[config.mk]
export PLATFORM = sky130hd
export DESIGN_NAME = decode_stage_flat
export DESIGN_NICKNAME = d
export VERILOG_FILES = /design/src/rtl/cpu_pkg.sv /design/src/rtl/decode_stage_if.sv /design/src/rtl/imm_gen.sv /design/src/rtl/decode_stage.sv /design/src/flat_wrapper.sv
export SDC_FILE = /design/constraint.sdc
export NUM_CORES = 1
export LEC_CHECK = 0
export CORE_MARGIN = 2
export CORE_UTILIZATION = 30
export CTS_BUF_LIST = sky130_fd_sc_hd__clkbuf_4 sky130_fd_sc_hd__clkbuf_8
export CTS_CLUSTER_DIAMETER = 200
export DETAILED_ROUTE_END_ITERATION = 10
export PLACE_DENSITY = 0.7
export SKIP_LAST_GASP = 1
export SYNTH_ARGS = -nofsm -noshare
export SYNTH_HDL_FRONTEND = slang
export SYNTH_SLANG_ARGS = --single-unit
[constraint.sdc]
create_clock -name i_clk -period 7.6 [get_ports i_clk]
set_input_delay 1.9 -clock i_clk [delete_from_list [all_inputs] [get_ports i_clk]]
set_output_delay 1.9 -clock i_clk [all_outputs]
set_load 0.005 [all_outputs]
[src/rtl/cpu_pkg.sv]
// Shared RV32I front-end types: opcodes, ALU operations, immediate selects
// and the control bundle carried from decode into execute.
// No ports; imported by decode_stage_if, imm_gen and decode_stage.
package cpu_pkg;

  localparam int unsigned INSTR_W  = 32;
  localparam int unsigned OPCODE_W = 7;
  localparam int unsigned ALU_OP_W = 4;
  localparam int unsigned WB_SEL_W = 2;

  typedef enum logic [OPCODE_W-1:0] {
    OP_LUI    = 7'b0110111,
    OP_AUIPC  = 7'b0010111,
    OP_JAL    = 7'b1101111,
    OP_JALR   = 7'b1100111,
    OP_BRANCH = 7'b1100011,
    OP_LOAD   = 7'b0000011,
    OP_STORE  = 7'b0100011,
    OP_IMM    = 7'b0010011,
    OP_REG    = 7'b0110011
  } opcode_e;

  typedef enum logic [ALU_OP_W-1:0] {
    ALU_ADD    = 4'd0,
    ALU_SUB    = 4'd1,
    ALU_SLL    = 4'd2,
    ALU_SLT    = 4'd3,
    ALU_SLTU   = 4'd4,
    ALU_XOR    = 4'd5,
    ALU_SRL    = 4'd6,
    ALU_SRA    = 4'd7,
    ALU_OR     = 4'd8,
    ALU_AND    = 4'd9,
    ALU_PASS_B = 4'd10
  } alu_op_e;

  typedef enum logic [2:0] {
    IMM_I = 3'd0,
    IMM_S = 3'd1,
    IMM_B = 3'd2,
    IMM_U = 3'd3,
    IMM_J = 3'd4
  } imm_sel_e;

  // Write-back source select
  localparam logic [WB_SEL_W-1:0] WB_ALU = 2'd0;
  localparam logic [WB_SEL_W-1:0] WB_MEM = 2'd1;
  localparam logic [WB_SEL_W-1:0] WB_PC4 = 2'd2;

  typedef struct packed {
    alu_op_e             alu_op;
    logic                alu_src_imm;
    logic                mem_read;
    logic                mem_write;
    logic                reg_write;
    logic                branch;
    logic                jump;
    logic [WB_SEL_W-1:0] wb_sel;
  } ctrl_t;

  // funct3 to ALU op; alt selects SUB/SRA (instr[30]) where the caller allows it
  function automatic alu_op_e alu_decode(input logic [2:0] funct3, input logic alt);
    alu_op_e op;
    case (funct3)
      3'b000:  op = alt ? ALU_SUB : ALU_ADD;
      3'b001:  op = ALU_SLL;
      3'b010:  op = ALU_SLT;
      3'b011:  op = ALU_SLTU;
      3'b100:  op = ALU_XOR;
      3'b101:  op = alt ? ALU_SRA : ALU_SRL;
      3'b110:  op = ALU_OR;
      default: op = ALU_AND;
    endcase
    return op;
  endfunction

endpackage

[src/rtl/decode_stage_if.sv]
// Bus between fetch / register file / EX and the decode stage.
// slave  : decode side (takes i_*, drives o_*).
// master : environment side (drives i_*, takes o_*).
// Signals: fetch handshake (i_if_valid/o_if_ready, i_instr, i_pc), register
// file read ports (o_rs*_addr, i_rs*_data), write-back bypass (i_wb_*),
// i_flush from EX, and the registered ID/EX payload with o_ex_valid/i_ex_ready.
interface decode_stage_if #(
  parameter int unsigned XLEN     = 32,
  parameter int unsigned NUM_REGS = 32
);
  import cpu_pkg::*;

  localparam int unsigned REG_ADDR_W = $clog2(NUM_REGS);

  logic                  i_if_valid;
  logic                  o_if_ready;
  logic [INSTR_W-1:0]    i_instr;
  logic [XLEN-1:0]       i_pc;
  logic [REG_ADDR_W-1:0] o_rs1_addr;
  logic [REG_ADDR_W-1:0] o_rs2_addr;
  logic [XLEN-1:0]       i_rs1_data;
  logic [XLEN-1:0]       i_rs2_data;
  logic                  i_wb_en;
  logic [REG_ADDR_W-1:0] i_wb_addr;
  logic [XLEN-1:0]       i_wb_data;
  logic                  i_flush;
  logic                  o_ex_valid;
  logic                  i_ex_ready;
  logic [XLEN-1:0]       o_pc;
  logic [XLEN-1:0]       o_rs1_data;
  logic [XLEN-1:0]       o_rs2_data;
  logic [XLEN-1:0]       o_imm;
  logic [REG_ADDR_W-1:0] o_rs1;
  logic [REG_ADDR_W-1:0] o_rs2;
  logic [REG_ADDR_W-1:0] o_rd;
  ctrl_t                 o_ctrl;
  logic                  o_illegal;

  modport slave (
    input  i_if_valid, i_instr, i_pc, i_rs1_data, i_rs2_data,
           i_wb_en, i_wb_addr, i_wb_data, i_flush, i_ex_ready,
    output o_if_ready, o_rs1_addr, o_rs2_addr, o_ex_valid, o_pc,
           o_rs1_data, o_rs2_data, o_imm, o_rs1, o_rs2, o_rd, o_ctrl, o_illegal
  );

  modport master (
    output i_if_valid, i_instr, i_pc, i_rs1_data, i_rs2_data,
           i_wb_en, i_wb_addr, i_wb_data, i_flush, i_ex_ready,
    input  o_if_ready, o_rs1_addr, o_rs2_addr, o_ex_valid, o_pc,
           o_rs1_data, o_rs2_data, o_imm, o_rs1, o_rs2, o_rd, o_ctrl, o_illegal
  );

endinterface

[src/rtl/imm_gen.sv]
// RV32I immediate generator: selects the I/S/B/U/J field layout and
// sign-extends from instr[31] to XLEN. Purely combinational.
// Ports: i_instr (instruction word), i_imm_sel (format), o_imm_c (immediate).
module imm_gen
  import cpu_pkg::*;
#(
  parameter int unsigned XLEN = 32
) (
  input  logic [INSTR_W-1:0] i_instr,
  input  imm_sel_e           i_imm_sel,
  output logic [XLEN-1:0]    o_imm_c
);

  logic [31:0] w_imm32;
  logic        w_unused_opcode;

  // Field layouts for each format
  always_comb begin
    w_imm32 = '0;
    case (i_imm_sel)
      IMM_I:   w_imm32 = {{20{i_instr[31]}}, i_instr[31:20]};
      IMM_S:   w_imm32 = {{20{i_instr[31]}}, i_instr[31:25], i_instr[11:7]};
      IMM_B:   w_imm32 = {{19{i_instr[31]}}, i_instr[31], i_instr[7],
                          i_instr[30:25], i_instr[11:8], 1'b0};
      IMM_U:   w_imm32 = {i_instr[31:12], 12'b0};
      IMM_J:   w_imm32 = {{11{i_instr[31]}}, i_instr[31], i_instr[19:12],
                          i_instr[20], i_instr[30:21], 1'b0};
      default: w_imm32 = '0;
    endcase
  end

  assign o_imm_c = XLEN'($signed(w_imm32));

  // Opcode bits carry no immediate information
  assign w_unused_opcode = ^i_instr[6:0];

endmodule

[src/rtl/decode_stage.sv]
// RV32I instruction-decode stage with ID/EX pipeline register.
// Accepts instructions from fetch (valid/ready), drives register-file read
// addresses combinationally, and captures operands, immediate, register
// indices and the control bundle into ID/EX. Stalls one bubble on a load-use
// hazard against its own ID/EX entry and drops the ID instruction on i_flush.
// Ports: i_clk, i_reset (async, active-high), bus (decode_stage_if.slave).
// Option: define DECODE_WB_BYPASS_EN to forward i_wb_data onto matching
// operands (register file writing on the rising edge); otherwise the
// write-back port is ignored.
module decode_stage
  import cpu_pkg::*;
#(
  parameter int unsigned XLEN     = 32,
  parameter int unsigned NUM_REGS = 32
) (
  input  logic           i_clk,
  input  logic           i_reset,
  decode_stage_if.slave  bus
);

  localparam int unsigned REG_ADDR_W = $clog2(NUM_REGS);

  logic [OPCODE_W-1:0]   w_opcode;
  logic [2:0]            w_funct3;
  logic [REG_ADDR_W-1:0] w_rs1_addr;
  logic [REG_ADDR_W-1:0] w_rs2_addr;
  logic [REG_ADDR_W-1:0] w_rd_addr;
  ctrl_t                 w_ctrl;
  imm_sel_e              w_imm_sel;
  logic                  w_illegal;
  logic                  w_rs1_used;
  logic                  w_rs2_used;
  logic [XLEN-1:0]       w_imm;
  logic [XLEN-1:0]       w_rs1_data;
  logic [XLEN-1:0]       w_rs2_data;
  logic                  w_adv;
  logic                  w_luse;

  logic                  r_ex_valid;
  logic [XLEN-1:0]       r_pc;
  logic [XLEN-1:0]       r_rs1_data;
  logic [XLEN-1:0]       r_rs2_data;
  logic [XLEN-1:0]       r_imm;
  logic [REG_ADDR_W-1:0] r_rs1;
  logic [REG_ADDR_W-1:0] r_rs2;
  logic [REG_ADDR_W-1:0] r_rd;
  ctrl_t                 r_ctrl;
  logic                  r_illegal;

  assign w_opcode   = bus.i_instr[6:0];
  assign w_funct3   = bus.i_instr[14:12];
  assign w_rs1_addr = REG_ADDR_W'(bus.i_instr[19:15]);
  assign w_rs2_addr = REG_ADDR_W'(bus.i_instr[24:20]);
  assign w_rd_addr  = REG_ADDR_W'(bus.i_instr[11:7]);

  // Opcode decode: control bundle, immediate format and source usage
  always_comb begin
    w_ctrl     = '0;
    w_imm_sel  = IMM_I;
    w_illegal  = 1'b0;
    w_rs1_used = 1'b0;
    w_rs2_used = 1'b0;
    case (w_opcode)
      OP_LUI: begin
        w_ctrl.alu_op      = ALU_PASS_B;
        w_ctrl.alu_src_imm = 1'b1;
        w_ctrl.reg_write   = 1'b1;
        w_imm_sel          = IMM_U;
      end
      OP_AUIPC: begin
        w_ctrl.alu_op      = ALU_ADD;
        w_ctrl.alu_src_imm = 1'b1;
        w_ctrl.reg_write   = 1'b1;
        w_imm_sel          = IMM_U;
      end
      OP_JAL: begin
        w_ctrl.alu_op      = ALU_ADD;
        w_ctrl.alu_src_imm = 1'b1;
        w_ctrl.reg_write   = 1'b1;
        w_ctrl.jump        = 1'b1;
        w_ctrl.wb_sel      = WB_PC4;
        w_imm_sel          = IMM_J;
      end
      OP_JALR: begin
        w_ctrl.alu_op      = ALU_ADD;
        w_ctrl.alu_src_imm = 1'b1;
        w_ctrl.reg_write   = 1'b1;
        w_ctrl.jump        = 1'b1;
        w_ctrl.wb_sel      = WB_PC4;
        w_imm_sel          = IMM_I;
        w_rs1_used         = 1'b1;
      end
      OP_BRANCH: begin
        w_ctrl.alu_op      = ALU_SUB;
        w_ctrl.branch      = 1'b1;
        w_imm_sel          = IMM_B;
        w_rs1_used         = 1'b1;
        w_rs2_used         = 1'b1;
      end
      OP_LOAD: begin
        w_ctrl.alu_op      = ALU_ADD;
        w_ctrl.alu_src_imm = 1'b1;
        w_ctrl.mem_read    = 1'b1;
        w_ctrl.reg_write   = 1'b1;
        w_ctrl.wb_sel      = WB_MEM;
        w_imm_sel          = IMM_I;
        w_rs1_used         = 1'b1;
      end
      OP_STORE: begin
        w_ctrl.alu_op      = ALU_ADD;
        w_ctrl.alu_src_imm = 1'b1;
        w_ctrl.mem_write   = 1'b1;
        w_imm_sel          = IMM_S;
        w_rs1_used         = 1'b1;
        w_rs2_used         = 1'b1;
      end
      OP_IMM: begin
        // instr[30] is immediate data except for SRAI
        w_ctrl.alu_op      = alu_decode(w_funct3,
                                        bus.i_instr[30] & (w_funct3 == 3'b101));
        w_ctrl.alu_src_imm = 1'b1;
        w_ctrl.reg_write   = 1'b1;
        w_imm_sel          = IMM_I;
        w_rs1_used         = 1'b1;
      end
      OP_REG: begin
        w_ctrl.alu_op      = alu_decode(w_funct3, bus.i_instr[30]);
        w_ctrl.reg_write   = 1'b1;
        w_rs1_used         = 1'b1;
        w_rs2_used         = 1'b1;
      end
      default: begin
        w_illegal = 1'b1;
      end
    endcase
    // x0 is never written
    if (w_rd_addr == '0) begin
      w_ctrl.reg_write = 1'b0;
    end
  end

  imm_gen #(
    .XLEN (XLEN)
  ) u_imm_gen (
    .i_instr   (bus.i_instr),
    .i_imm_sel (w_imm_sel),
    .o_imm_c   (w_imm)
  );

  // Operand source: optional forwarding of the same-cycle write-back
`ifdef DECODE_WB_BYPASS_EN
  assign w_rs1_data = (bus.i_wb_en && (bus.i_wb_addr != '0) && (bus.i_wb_addr == w_rs1_addr))
                      ? bus.i_wb_data : bus.i_rs1_data;
  assign w_rs2_data = (bus.i_wb_en && (bus.i_wb_addr != '0) && (bus.i_wb_addr == w_rs2_addr))
                      ? bus.i_wb_data : bus.i_rs2_data;
`else
  logic w_unused_wb;
  assign w_rs1_data  = bus.i_rs1_data;
  assign w_rs2_data  = bus.i_rs2_data;
  assign w_unused_wb = ^{bus.i_wb_en, bus.i_wb_addr, bus.i_wb_data};
`endif

  // Handshake and load-use hazard against the load currently in ID/EX
  assign w_adv  = !r_ex_valid || bus.i_ex_ready;
  assign w_luse = r_ex_valid && r_ctrl.mem_read && (r_rd != '0) &&
                  ((w_rs1_used && (r_rd == w_rs1_addr)) ||
                   (w_rs2_used && (r_rd == w_rs2_addr)));

  // ID/EX register: flush > bubble > load > drain > hold
  always_ff @(posedge i_clk or posedge i_reset) begin
    if (i_reset) begin
      r_ex_valid <= 1'b0;
      r_pc       <= '0;
      r_rs1_data <= '0;
      r_rs2_data <= '0;
      r_imm      <= '0;
      r_rs1      <= '0;
      r_rs2      <= '0;
      r_rd       <= '0;
      r_ctrl     <= '0;
      r_illegal  <= 1'b0;
    end else if (bus.i_flush || (w_adv && (w_luse || !bus.i_if_valid))) begin
      r_ex_valid <= 1'b0;
      r_ctrl     <= '0;
      r_illegal  <= 1'b0;
    end else if (w_adv) begin
      r_ex_valid <= 1'b1;
      r_pc       <= bus.i_pc;
      r_rs1_data <= w_rs1_data;
      r_rs2_data <= w_rs2_data;
      r_imm      <= w_imm;
      r_rs1      <= w_rs1_addr;
      r_rs2      <= w_rs2_addr;
      r_rd       <= w_rd_addr;
      r_ctrl     <= w_ctrl;
      r_illegal  <= w_illegal;
    end
  end

  assign bus.o_if_ready = w_adv && !w_luse && !bus.i_flush;
  assign bus.o_rs1_addr = w_rs1_addr;
  assign bus.o_rs2_addr = w_rs2_addr;
  assign bus.o_ex_valid = r_ex_valid;
  assign bus.o_pc       = r_pc;
  assign bus.o_rs1_data = r_rs1_data;
  assign bus.o_rs2_data = r_rs2_data;
  assign bus.o_imm      = r_imm;
  assign bus.o_rs1      = r_rs1;
  assign bus.o_rs2      = r_rs2;
  assign bus.o_rd       = r_rd;
  assign bus.o_ctrl     = r_ctrl;
  assign bus.o_illegal  = r_illegal;

endmodule

[src/flat_wrapper.sv]
// flat-port wrapper written by rule: the top's interface ports become plain ports
module decode_stage_flat import cpu_pkg::*;
#(
  parameter int unsigned XLEN     = 32,
  parameter int unsigned NUM_REGS = 32
)
  (i_clk, i_reset, bus_i_if_valid, bus_i_instr, bus_i_pc, bus_i_rs1_data, bus_i_rs2_data, bus_i_wb_en, bus_i_wb_addr, bus_i_wb_data, bus_i_flush, bus_i_ex_ready, bus_o_if_ready, bus_o_rs1_addr, bus_o_rs2_addr, bus_o_ex_valid, bus_o_pc, bus_o_rs1_data, bus_o_rs2_data, bus_o_imm, bus_o_rs1, bus_o_rs2, bus_o_rd, bus_o_ctrl, bus_o_illegal);
  decode_stage_if #(.XLEN(XLEN), .NUM_REGS(NUM_REGS)) bus_i ();
  input  logic i_clk;
  input  logic i_reset;
  input wire logic [$bits(bus_i.i_if_valid)-1:0] bus_i_if_valid;
  input wire logic [$bits(bus_i.i_instr)-1:0] bus_i_instr;
  input wire logic [$bits(bus_i.i_pc)-1:0] bus_i_pc;
  input wire logic [$bits(bus_i.i_rs1_data)-1:0] bus_i_rs1_data;
  input wire logic [$bits(bus_i.i_rs2_data)-1:0] bus_i_rs2_data;
  input wire logic [$bits(bus_i.i_wb_en)-1:0] bus_i_wb_en;
  input wire logic [$bits(bus_i.i_wb_addr)-1:0] bus_i_wb_addr;
  input wire logic [$bits(bus_i.i_wb_data)-1:0] bus_i_wb_data;
  input wire logic [$bits(bus_i.i_flush)-1:0] bus_i_flush;
  input wire logic [$bits(bus_i.i_ex_ready)-1:0] bus_i_ex_ready;
  output wire logic [$bits(bus_i.o_if_ready)-1:0] bus_o_if_ready;
  output wire logic [$bits(bus_i.o_rs1_addr)-1:0] bus_o_rs1_addr;
  output wire logic [$bits(bus_i.o_rs2_addr)-1:0] bus_o_rs2_addr;
  output wire logic [$bits(bus_i.o_ex_valid)-1:0] bus_o_ex_valid;
  output wire logic [$bits(bus_i.o_pc)-1:0] bus_o_pc;
  output wire logic [$bits(bus_i.o_rs1_data)-1:0] bus_o_rs1_data;
  output wire logic [$bits(bus_i.o_rs2_data)-1:0] bus_o_rs2_data;
  output wire logic [$bits(bus_i.o_imm)-1:0] bus_o_imm;
  output wire logic [$bits(bus_i.o_rs1)-1:0] bus_o_rs1;
  output wire logic [$bits(bus_i.o_rs2)-1:0] bus_o_rs2;
  output wire logic [$bits(bus_i.o_rd)-1:0] bus_o_rd;
  output wire logic [$bits(bus_i.o_ctrl)-1:0] bus_o_ctrl;
  output wire logic [$bits(bus_i.o_illegal)-1:0] bus_o_illegal;
  assign bus_i.i_if_valid = bus_i_if_valid;
  assign bus_i.i_instr = bus_i_instr;
  assign bus_i.i_pc = bus_i_pc;
  assign bus_i.i_rs1_data = bus_i_rs1_data;
  assign bus_i.i_rs2_data = bus_i_rs2_data;
  assign bus_i.i_wb_en = bus_i_wb_en;
  assign bus_i.i_wb_addr = bus_i_wb_addr;
  assign bus_i.i_wb_data = bus_i_wb_data;
  assign bus_i.i_flush = bus_i_flush;
  assign bus_i.i_ex_ready = bus_i_ex_ready;
  assign bus_o_if_ready = bus_i.o_if_ready;
  assign bus_o_rs1_addr = bus_i.o_rs1_addr;
  assign bus_o_rs2_addr = bus_i.o_rs2_addr;
  assign bus_o_ex_valid = bus_i.o_ex_valid;
  assign bus_o_pc = bus_i.o_pc;
  assign bus_o_rs1_data = bus_i.o_rs1_data;
  assign bus_o_rs2_data = bus_i.o_rs2_data;
  assign bus_o_imm = bus_i.o_imm;
  assign bus_o_rs1 = bus_i.o_rs1;
  assign bus_o_rs2 = bus_i.o_rs2;
  assign bus_o_rd = bus_i.o_rd;
  assign bus_o_ctrl = bus_i.o_ctrl;
  assign bus_o_illegal = bus_i.o_illegal;
  decode_stage #(.XLEN(XLEN), .NUM_REGS(NUM_REGS)) u_core (.i_clk(i_clk), .i_reset(i_reset), .bus(bus_i));
endmodule
=== Yosys cells after proc, flatten, opt, wreduce, memory -nomap -nowiden ===
Index checks and enable logic that the tools add are counted.

* Bits in registers: 157
* Input port bits: 171
* Logic and storage cells: 95

* Bitwise gates (word level): 2
* Reductions and logical operators: 29
* Muxes and demuxes: 26
* Equality and inequality tests: 21

{| class="wikitable"
|+ Operators by type and width
! operator !! number
|-
| $pmux W32 S5 || 1
|-
| $pmux W4 S7 || 2
|-
| $mux W12 || 2
|-
| $eq A7 B6 Y1 const B || 3
|-
| $eq A7 B7 Y1 const B || 3
|-
| $mux W1 || 18
|-
| $pmux W4 S4 || 1
|-
| $eq A7 B5 Y1 const B || 2
|-
| $reduce_or A7 Y1 || 2
|-
| $eq A3 B2 Y1 const B || 4
|-
| $eq A3 B3 Y1 const B || 4
|-
| $pmux W3 S4 || 1
|-
| $eq A5 B5 Y1 || 2
|-
| $reduce_or A9 Y1 || 1
|-
| $logic_and A1 B1 Y1 || 8
|-
| $eq A7 B2 Y1 const B || 1
|-
| $eq A3 B1 Y1 const B || 2
|-
| $logic_not A3 Y1 || 2
|-
| $reduce_or A6 Y1 || 1
|-
| $logic_not A5 Y1 || 1
|-
| $reduce_bool A5 Y1 || 1
|-
| $logic_not A1 Y1 || 4
|-
| $logic_or A1 B1 Y1 || 4
|-
| $pmux W2 S2 || 1
|-
| 6 further kinds || 7
|}

=== Longest topological paths before layout ===
* Depth after elaboration: 11
* Depth in mapped cells: 8
* Gate-level depth less buffers: 5

=== Modules after synthesis ===
Synthesis repeated with hierarchy kept, for this count alone.

* Cell total of the unflattened synthesis: 532
* Area total of the unflattened synthesis: 6907.9 sq um

{| class="wikitable"
|+ By module, submodules not included
! module !! cells an instance !! sequential area each (sq um) !! area each (sq um) !! instances
|-
| decode_stage || 435 || 3903.7 || 6391.1 || 1
|-
| imm_gen || 97 || 0.0 || 516.7 || 1
|}

=== Worst setup path after synthesis ===
OpenSTA, ideal clock, no wires.

* Path kind: input to output
* From: input bus_i_instr[3]
* To: output bus_o_if_ready
* Stages: 6
* Data arrival time: 3340 ps
* Required time: 5700 ps
* Slack: 2360 ps
* Path through: clkbuf_1 > or3_1 > o32a_1 > nor3_2 > buf_2 > nor3_1

* Cells in the longest elaborated chain, start to end: 9
* Elaborated cells between the ends (all ways): 17
* Classes of those cells: eq/ne (6); mux (2); reduce/logical (9)

{| class="wikitable"
|+ RTL lines
! element !! RTL line !! RTL
|-
| start, declared || flat_wrapper.sv:12 || <nowiki>input wire logic [$bits(bus_i.i_instr)-1:0] bus_i_instr;</nowiki>
|-
| $eq A7 B7 Y1 (tied with other cells) || decode_stage.sv:63 || <nowiki>case (w_opcode)</nowiki>
|-
| $reduce_or A6 Y1 (no line) or $reduce_or A3 Y1 (tied branches) || - ||
|-
| $mux W1 || decode_stage.sv:63 ||
|-
| $logic_and A1 B1 Y1 (on tied branches) || decode_stage.sv:166, decode_stage.sv:167 ||
|-
| $logic_or A1 B1 Y1 * || decode_stage.sv:166 || <nowiki>((w_rs1_used && (r_rd == w_rs1_addr)) ||</nowiki>
|-
| $logic_and A1 B1 Y1 * || decode_stage.sv:165 || <nowiki>assign w_luse = r_ex_valid && r_ctrl.mem_read && (r_rd != '0) &&</nowiki>
|-
| $logic_not A1 Y1 * || decode_stage.sv:200 || <nowiki>assign bus.o_if_ready = w_adv && !w_luse && !bus.i_flush;</nowiki>
|-
| $logic_and A1 B1 Y1 * (2 in series) || decode_stage.sv:200 ||
|-
| end, declared || flat_wrapper.sv:21 || <nowiki>output wire logic [$bits(bus_i.o_if_ready)-1:0] bus_o_if_ready;</nowiki>
|}

Mark *: on every way between the ends. The rest lies on a longest branch, timed or not.

=== Worst setup path after layout ===
* From: input bus_i_instr[18]
* To: output bus_o_if_ready

* Cells in the longest elaborated chain, start to end: 7

{| class="wikitable"
|+ RTL lines
! element !! RTL line
|-
| $eq A5 B5 Y1 || decode_stage.sv:166
|-
| $logic_and A1 B1 Y1 || decode_stage.sv:166
|-
| $logic_or A1 B1 Y1 || decode_stage.sv:166
|-
| $logic_and A1 B1 Y1 || decode_stage.sv:165
|-
| $logic_not A1 Y1 || decode_stage.sv:200
|-
| $logic_and A1 B1 Y1 (2 in series) || decode_stage.sv:200
|}

Every way passes these cells.

==> impl_metrics.env <==
export IMPL_slowest_delay_ns=0.54
export IMPL_cts_hold_buf=0
export IMPL_port_buffers=300
export IMPL_status="finished, final reports clean"
export IMPL_clk_latency_ns=0.44
export IMPL_final_common_cell="clkdlybuf4s50_1"
export IMPL_synth_top_cell_area_share=0.577
export IMPL_drv_cap=0
export IMPL_grt_pass1_vias=5416
export IMPL_avgViaCountPerCell=4.83
export IMPL_multi_input_area_mm2=0.00254
export IMPL_fill_cells=2032
export IMPL_layout_min_cycle_time_ns=6.20
export IMPL_critPathCaptureType="primary output"
export IMPL_slew_violations=0
export IMPL_crit_arrival_ns=4.30
export IMPL_cp_cell_sequence="clkdlybuf4s50_1 > xor2_1 > or3_1 > o32a_1 > nor3_2 > buf_4 > nor3_1 > clkdlybuf4s50_1"
export IMPL_first_pass_iters=4
export IMPL_drt_iter0_markers=256
export IMPL_crit_path_start_kind="input pin"
export IMPL_synth_area_leader_cell="dfrtp_1"
export IMPL_cts_buffers=17
export IMPL_final_cells=1062
export IMPL_synth_nets=660
export IMPL_grt_pass1_wl_mm=31.6
export IMPL_timing_final_crit_share=0.816
export IMPL_max_clock_freq_mhz=161
export IMPL_drive_gt1_frac=0.197
export IMPL_wirelength_mm=20.2
export IMPL_dp_cells=1032
export IMPL_synth_edff_count=0
export IMPL_finalHoldViolations=0
export IMPL_cp_max_fo=15
export IMPL_cts_buffer_depth=2
export IMPL_die_area_mm2=0.0236
export IMPL_setup_tns_final_ns=0
export IMPL_total_leakage_power_nw=4.13
export IMPL_worst_slew_pin_slew_ns=1.19
export IMPL_crit_path_frequent_cell="clkdlybuf4s50_1"
export IMPL_synth_seq_cells=155
export IMPL_antenna_found_initial=0
export IMPL_irDropWorstVdd_uv=106
export IMPL_wire_per_inst_um=19.0
export IMPL_row_count=54
export IMPL_path_class="in -> out"
export IMPL_total_power_mw=2.35
export IMPL_min_path_type="reg -> reg"
export IMPL_yosysUniqueCellTypes=51
export IMPL_grt_start_max_net_pins=115
export IMPL_cp_required_ns=5.70
export IMPL_layout_area_seq_mm2=0.00388
export IMPL_rsz0062_at_grt="no"
export IMPL_synth_area_leaders="dfrtp_1, mux2_2, mux2_4"
export IMPL_vias=5126
export IMPL_synth_area_mm2=0.00672
export IMPL_critPathTopFamily="buffers and inverters"
export IMPL_tritoncts="yes"
export IMPL_setup_viol=0
export IMPL_async_reset_ff_frac=1.00
export IMPL_mostFrequentLayoutCells="clkdlybuf4s50_1, dfrtp_1, mux2_2, mux2_4, a2bb2oi_1"
export IMPL_syn_to_final_growth_pct=53.4
export IMPL_die_w_um=154
export IMPL_syn_area_per_cell_um2=13.7
export IMPL_netlist_instances=489
export IMPL_cpMaxStageDelayCell="clkdlybuf4s50_1"
export IMPL_track_usage=0.172
export IMPL_yosysWarnings=0
export IMPL_power_density_mw_per_mm2=228
export IMPL_max_slew_margin=0.199
export IMPL_antenna_left=0
export IMPL_drc=0
export IMPL_cts_resized=0
export IMPL_io_pins=339
export IMPL_coreArea_mm2=0.0219
export IMPL_htreeDepth=4
export IMPL_final_nets=942
export IMPL_num_antenna_cells=0
export IMPL_synth_flop_cell="dfrtp_1"
export IMPL_cts_root_buf="clkbuf_8"
export IMPL_fin_worst_skew_ns=0.0119
export IMPL_critPathBufInv=3
export IMPL_dp_hpwl_mm=14.2
export IMPL_clk_pin_slew_worst_paths_ns=0.09
export IMPL_cts_setup_buffers=0
export IMPL_clkSinkCount=155
export IMPL_fp_dieH_um=154
export IMPL_gr_total_overflow=0
export IMPL_yosysSeqAreaShare=0.577
export IMPL_gp_congestion=0.823
export IMPL_start_util=0.307
==> area by class of cell <==
cell class                      instances  share of cell area
Timing Repair Buffer                  307               0.298
Clock buffer                           17              0.0227
Clock inverter                         13              0.0186
Sequential cell                       155               0.376
Tap cell                              280              0.0340
Inverter                                9             0.00376
Multi-Input combinational cell        281               0.247
==> cell usage after synthesis, drive strengths merged, types with 2 or more instances <==
cell	count
dfrtp	155
mux2	114
buf	30
a2bb2oi	23
a211oi	20
clkbuf	14
nand2	13
nand3	12
nor2	12
inv	9
xnor2	9
o21ai	7
o22ai	7
nand2b	6
a21oi	4
a221oi	4
nand3b	4
or3	4
a31oi	3
a32o	3
nand4	3
nor3	3
o31ai	3
a21boi	2
a21o	2
and3	2
and3b	2
mux2i	2
or4	2
==> stage by stage <==
stage | utilization | worst slack, ns | hold WS, ns | area (µm²)
floorplan | - | 1.52 | 0.473 | 6720
global placement | 0.451 | 1.44 | 0.466 | 9880
detailed placement | 0.451 | 1.43 | 0.473 | 9880
CTS | 0.471 | 1.42 | 0.494 | 10300
global route | 0.471 | 1.31 | 0.507 | 10300
finish | 0.471 | 1.40 | 0.487 | 10300
==> sequential cells by signal, summed over array words and instances, names as in the netlist <==
register and cells:
u_core.bus.o_pc 32, u_core.bus.o_illegal 1, u_core.bus.o_rs2 5, u_core.bus.o_rd 5, u_core.bus.o_ctrl 10, u_core.bus.o_ex_valid 1, u_core.bus.o_rs1_data 32, u_core.bus.o_rs2_data 32
u_core.bus.o_rs1 5, u_core.bus.o_imm 32
==> report_power, final <==
part,internal (mW),total (mW),switching [mW],leakage (nW)
sequential,0.955,1.03,0.0777,1.83
clock,0.359,0.698,0.339,0.205
combinational,0.419,0.617,0.199,2.09
total,1.73,2.35,0.615,4.13
==> cell families after synthesis <==
group,synth area share
buffers and inverters,0.0436
muxes,0.209
xor gates and xnor gates,0.0130
DFF,0.577
and+or+nand+nor,0.0550
AOI/OAI and AO/OA,0.102
==> layer usage <==
| layer | GRT usage | share of wire | vias up |
|---|---|---|---|
| li1 | - | - | 2338 |
| met1 | 0.217 | 0.41 | 2571 |
| met2 | 0.283 | 0.50 | 207 |
| met3 | 0.0634 | 0.083 | 10 |
| met4 | 0.0380 | 0.0066 | 0 |
| met5 | 0 | 0 | - |
==> final timing paths <==
kind	start	end	slack [ns]	depth (start not counted)
max	bus_i_instr[18]	bus_o_if_ready	1.40	8
min	u_core.bus.o_ctrl[11]	u_core.bus.o_ctrl[11]	0.49	2
max reg2reg	u_core.bus.o_rd[3]	u_core.bus.o_ctrl[7]	4.84	5
min reg2reg	u_core.bus.o_ctrl[11]	u_core.bus.o_ctrl[11]	0.49	2
max in group asynchronous	i_reset	u_core.bus.o_pc[4]	4.20	3
min in group asynchronous	i_reset	u_core.bus.o_rs1_data[29]	1.98	2
==> worst min-delay path, delay by kind of cell (launching register included) <==
| kind | cells | cell delay, ns |
|---|---|---|
| AO/OA/AOI/OAI | 1 | 0.05 |
| flip-flops | 1 | 0.35 |
| AND/OR/NAND/NOR | 1 | 0.05 |
(Power assumes the default switching activity.)
